`src/rtl/pwm_led_core.sv`:
```
// Multi-channel LED PWM core behind a small register slot. A shared prescaler
// and duty counter drive per-channel compares; duty updates land only at period boundaries.
module pwm_led_core #(
  parameter int W = 8,
  parameter int R = 8
) (
  input  logic         clk,
  input  logic         reset,
  input  logic         cs,
  input  logic         read,
  input  logic         write,
  input  logic [4:0]   addr,
  input  logic [31:0]  wr_data,
  output logic [31:0]  rd_data,
  output logic [W-1:0] pwm_out
);

  logic [31:0]  dvsr;
  logic [31:0]  q;
  logic [W-1:0] enable;
  logic [R-1:0] d;
  logic [R:0]   duty_shadow [W];
  logic [R:0]   duty_active [W];
  logic         wr_en;
  logic         tick;
  logic         boundary;
  logic         read_unused;

  // Reads have no side effects, so the strobe is not needed.
  assign read_unused = read;

  assign wr_en    = cs && write;
  assign tick     = (q >= dvsr);
  assign boundary = tick && (d == {R{1'b1}});

  always_ff @(posedge clk or negedge reset) begin
    if (!reset) begin
      dvsr   <= '0;
      enable <= '0;
    end else if (wr_en) begin
      if (addr == 5'd0) dvsr <= wr_data;
      if (addr == 5'd1) enable <= wr_data[W-1:0];
    end
  end

  // The active copy samples the pre-edge shadow, so a shadow write landing on
  // a boundary edge waits for the following boundary.
  always_ff @(posedge clk or negedge reset) begin
    if (!reset) begin
      for (int i = 0; i < W; i++) begin
        duty_shadow[i] <= '0;
        duty_active[i] <= '0;
      end
    end else begin
      for (int i = 0; i < W; i++) begin
        if (wr_en && (addr == 5'(16 + i))) duty_shadow[i] <= wr_data[R:0];
        if (boundary) duty_active[i] <= duty_shadow[i];
      end
    end
  end

  always_ff @(posedge clk or negedge reset) begin
    if (!reset) begin
      q <= '0;
      d <= '0;
    end else begin
      if (tick) begin
        q <= '0;
        d <= d + R'(1);
      end else begin
        q <= q + 32'd1;
      end
    end
  end

  always_ff @(posedge clk or negedge reset) begin
    if (!reset) begin
      pwm_out <= '0;
    end else begin
      for (int i = 0; i < W; i++) begin
        pwm_out[i] <= enable[i] && ({1'b0, d} < duty_active[i]);
      end
    end
  end

  always_comb begin
    rd_data = '0;
    case (addr)
      5'd0: rd_data = dvsr;
      5'd1: rd_data = 32'(enable);
      5'd2: rd_data = 32'(d);
      default: begin
        for (int i = 0; i < W; i++) begin
          if (addr == 5'(16 + i)) rd_data = 32'(duty_shadow[i]);
        end
      end
    endcase
  end

endmodule

```
`config.mk`:
```
export PLATFORM = sky130hd
export DESIGN_NAME = pwm_led_core
export DESIGN_NICKNAME = d
export VERILOG_FILES = /design/src/rtl/pwm_led_core.sv
export SDC_FILE = /design/constraint.sdc
export NUM_CORES = 1
export LEC_CHECK = 0
export ABC_AREA = 0
export CAP_MARGIN = 25
export CORE_UTILIZATION = 43
export CTS_BUF_LIST = sky130_fd_sc_hd__clkbuf_16
export DETAILED_ROUTE_END_ITERATION = 6
export GPL_ROUTABILITY_DRIVEN = 0
export HOLD_SLACK_MARGIN = 0.05
export PLACE_DENSITY = 0.67
export SLEW_MARGIN = 10
export SYNTH_ARGS = -nofsm -noshare
export SYNTH_HDL_FRONTEND = slang
export SYNTH_SLANG_ARGS = --single-unit
```
`constraint.sdc`:
```
create_clock -name clk -period 7.6 [get_ports clk]
set_input_delay 1.9 -clock clk [delete_from_list [all_inputs] [get_ports clk]]
set_output_delay 1.9 -clock clk [all_outputs]
set_load 0.03 [all_outputs]
```
# Word level (Yosys, flattened, before mapping)
# Cells that the tools add are included.
[totals]
input_bits = 42
register_bits = 232
out_inout_bits = 40
wordCells = 74
[op_classes]
n_addsub = 2
n_eq_ne = 11
muxes = 10
order_cmp = 9
reduce_logical = 21
[op_table]
columns = ["operator", "n"]
rows = [
  ["32-bit two-way mux", 8],
  ["32-bit one-hot mux with 3 select lines", 1],
  ["8-bit by 9-bit < comparator with 1-bit output", 8],
  ["5-bit == test, second input constant", 8],
  ["32-bit by 1-bit adder with 32-bit output, second input constant", 1],
  ["32-bit greater-or-equal comparator", 1],
  ["1-bit logical AND", 18],
  ["9-bit two-way mux", 1],
  ["8-bit by 1-bit adder with 8-bit output, second input constant", 1],
  ["8-bit == test, second input constant", 1],
  ["5-bit by 1-bit == test with 1-bit output, second input constant", 1],
  ["5-bit by 2-bit == test with 1-bit output, second input constant", 1],
  ["5-bit logical NOT", 1],
  ["2-bit AND reduction", 2],
]

# Longest topological paths before layout
[logic_depth]
ltp_word = 10
ltp_mapped = 10
depth_no_buf = 8

# Worst setup path before layout
# No wires, ideal clock.
[synth_timing]
kind = "input to output"
from = "in addr[0]"
to = "out rd_data[0]"
arrival_ps = 3871
n_path_buf = 3
path_slack_ps = 1829
cell_stages = 7
cell_sequence = "clkbuf_1 > buf_1 > buf_1 > mux2i_1 > nor2_1 > a21oi_1 > o21ai_0"
[synth_via]
elab_chain_cells = 10
elab_cells_between_ends = 20
[synth_lines]
columns = ["item", "line", "source"]
rows = [
  ["start, declared", "12", "input logic [4:0] addr,"],
  ["5-bit == test", "94", "if (addr == 5'(16 + i)) rd_data = 32'(duty_shadow[i]);"],
  ["9-bit two-way mux", "94", ""],
  ["32-bit two-way mux (7 in series)", "94", ""],
  ["32-bit one-hot mux with 3 select lines *", "88", "case (addr)"],
  ["end, declared", "14", "output logic [31:0] rd_data,"],
]
# Every way passes the cells marked *; elsewhere a longest branch is shown, timed or not.

# Worst setup path in the final report
[layout_timing]
from = "in addr[4]"
to = "out rd_data[0]"
# The elaborated chain is that of the path after synthesis.

==> qor.yml <==
layout.nets: 1279
hp-start: "dvsr[16]"
syn_nets: 1202
synth-seq-cells: 232
syn_area_um2: 12590
worst_pin_slew_ns: 1.036
max_freq_mhz: 148.0
viasPerCell: 5.346
overflow: 0
critPathMaxStageDelay_ns: 0.74
critical_path.top_delay_family: "buffers and inverters"
clk_latency_ns: 0.54
post-route-drc-count: 0
die_height_um: 173.1
synthTopCellsByArea: "dfrtp_1, mux2_2, ha_1"
synth_flop_cell: "dfrtp_1"
grt_setup_unrepaired: "false"
fp.dieArea_um2: 29980
cts_tree: "done"
vdd_drop_max_v: 0.0001289
port-buffer-count: 80
slowest_stage: "clkdlybuf4s50_1"
dr.pass1.iters: 4
r2r-start: "q[27]"
finalHoldViolCount: 0
ys_seq_area_frac: 0.4610
power_density_nw_per_um2: 226.8
worstSetupEndpointType: "output port"
grt_max_degree: 100
h-tree-depth: 1
io_pins: 82
finalSetupViolCount: 0
coreArea_um2: 28780
syn_inst: 1070
hpwl_um: 20020
crit_top_cell: "clkdlybuf4s50_1"
synth-edff-count: 0
die_x_um: 173.1
worstPathRequired_ns: 5.70
yosysWarnings: 0
criticalPathCategory: "in2out"
wirelength_um: 28310
postCtsHoldBufs: 0
numCtsBuffers: 25
rows: 62
cts_num_sinks: 232
path_cells: "clkdlybuf4s50_1 > or3b_2 > nor3_2 > o2bb2ai_1 > a221o_1 > o221ai_1 > o21ai_0 > clkdlybuf4s50_1"
cap_violations: 0
skew_ns: 0.01838
async_reset_ff_frac: 1.000
leakage_nw: 6.966
drtIter0Drc: 413
start_util: 0.4376
timing.hold.ws_ns: 0.5027
synth_area_leader_cell: "dfrtp_1"
grt_pass1_wl_um: 45700
grt_pass1_vias: 8297
path_buf_inv: 2
fin_crit_ns: 6.756
ctsResizeCount: 0
critPathArrivalTime_ns: 4.86
cts_buffer_depth: 3
grt_usage: 0.1912
ant_nets: 0
drv_slew: 0
slew_headroom: 0.3057
vias: 8265
ys_types: 59
path_max_fanout: 10
n_antenna_cell: 0
placed_area_um2: 13690
status: "completed"
avgSynthCellArea_um2: 11.77
critPathLaunchType: "input pin"
cts.reportedPaths.clkPinSlew_ns: 0.06
synth_top_area_frac: 0.4610
layout-drive-gt1-share: 0.2117
worstHoldPathType: "reg2reg"
wl_per_cell_um: 18.31
crit_start: "addr[4]"
fin_area_um2: 14450
min_period_over_period: 0.8890
root_buffer: "clkbuf_16"
post_cts_buffers: 0
antenna_found_initial: 0
setup-tns-final_ns: 0
area_delta_synth_final_pct: 14.73
[synthesized netlist by cell type (2+ instances only)]
master / number
a2bb2oi_1: 4
buf_1: 16
nor2_1: 58
o31ai_1: 8
or2_2: 2
mux2_2: 116
o211a_1: 8
nor3_1: 8
a21oi_1: 31
ha_1: 90
clkbuf_1: 19
a22oi_1: 3
o21ai_0: 24
and4_1: 4
a221o_1: 2
nand3_1: 22
buf_12: 7
nand2b_1: 10
o22ai_1: 7
and2_1: 7
nor3_2: 6
a221oi_1: 7
inv_1: 103
a222oi_1: 3
xnor2_1: 17
a21o_1: 27
xor2_1: 20
nand2_1: 47
dfrtp_1: 232
nor4_1: 24
o211ai_1: 7
and3_1: 7
mux2i_1: 20
nand4_1: 9
o32ai_1: 2
mux2_4: 70
[cells by family (layout without fill, tap and decap cells)]
logic type / after synthesis / after routing / share of synthesized area
flops: 232 / 232 / 0.4610
simple gates: 212 / 212 / 0.08564
mux: 206 / 206 / 0.2031
compound gates: 147 / 147 / 0.08197
buf+inv: 146 / 238 / 0.05315
fa+ha+maj: 90 / 90 / 0.08942
xor+xnor: 37 / 37 / 0.02573
[metal layers]
metal,wire [µm],track usage
met5,0,0
met4,438,0.04351
met3,867,0.02177
met2,13540,0.3143
met1,13460,0.2706
[report_power, final]
| part | leakage, nW | total (mW) | internal (mW) | switching [mW] |
|---|---|---|---|---|
| Combinational | 3.45 | 0.658 | 0.319 | 0.339 |
| Clock | 0.373 | 1.12 | 0.628 | 0.492 |
| Sequential | 3.14 | 1.50 | 1.35 | 0.148 |
| Total | 6.97 | 3.28 | 2.30 | 0.978 |
[registers in the layout, indices dropped and copies added (netlist names)]
signal       count
duty_active     72
d                8
enable           8
duty_shadow     72
pwm_out          8
dvsr            32
q               32
[cells in the final DEF, fill, tap and decap left out, types with 3 or more instances in the layout]
| cell type | count |
|---|---|
| and2_1 | 7 |
| clkdlybuf4s50_1 | 78 |
| nand3_1 | 22 |
| and4_1 | 4 |
| a22oi_1 | 3 |
| xor2_1 | 20 |
| nor3_2 | 6 |
| nor4_1 | 24 |
| xnor2_1 | 17 |
| nand2_1 | 47 |
| a21oi_1 | 31 |
| mux2i_1 | 20 |
| o31ai_1 | 8 |
| nand4_1 | 9 |
| and3_1 | 7 |
| nor2_1 | 58 |
| a2bb2oi_1 | 4 |
| a222oi_1 | 3 |
| nor3_1 | 8 |
| o22ai_1 | 7 |
| clkbuf_16 | 25 |
| a221oi_1 | 7 |
| o21ai_0 | 24 |
| mux2_2 | 116 |
| ha_1 | 90 |
| buf_4 | 12 |
| inv_1 | 108 |
| dfrtp_1 | 232 |
| nand2b_1 | 10 |
| mux2_4 | 70 |
| o211a_1 | 8 |
| a21o_1 | 27 |
| clkinv_1 | 9 |
| o211ai_1 | 7 |
[layout make-up]
type | count | area (µm²)
repair buffers | 93 | 910.9
well taps | 384 | 480.5
multi-input cells | 692 | 6130
fillers | 2534 | 14330
clock buffers | 25 | 625.6
inverters | 103 | 386.6
clock inverters | 17 | 110.1
flip-flops and latches | 232 | 5806
[final timing paths]
path	end	slack, ns	cells after the start
max	rd_data[0]	0.84	8
min	dvsr[16]	0.50	1
max reg2reg	duty_active[48]	3.65	8
min reg2reg	dvsr[16]	0.50	1
max in group asynchronous	duty_shadow[5]	4.89	3
min in group asynchronous	dvsr[11]	1.43	1
[metrics by stage]
stage	std cells	setup slack [ns]	power [mW]	utilization
finish	1546	0.8438	3.277	0.5020
global route	1546	0.6671	3.466	0.5020
CTS	1545	0.8626	3.316	0.5013
detailed placement	1503	0.8703	2.180	0.4758
global placement	1503	0.8758	2.155	0.4758
floorplan	1070	1.829	1.922	-
Power figures use the tool's default switching activity.
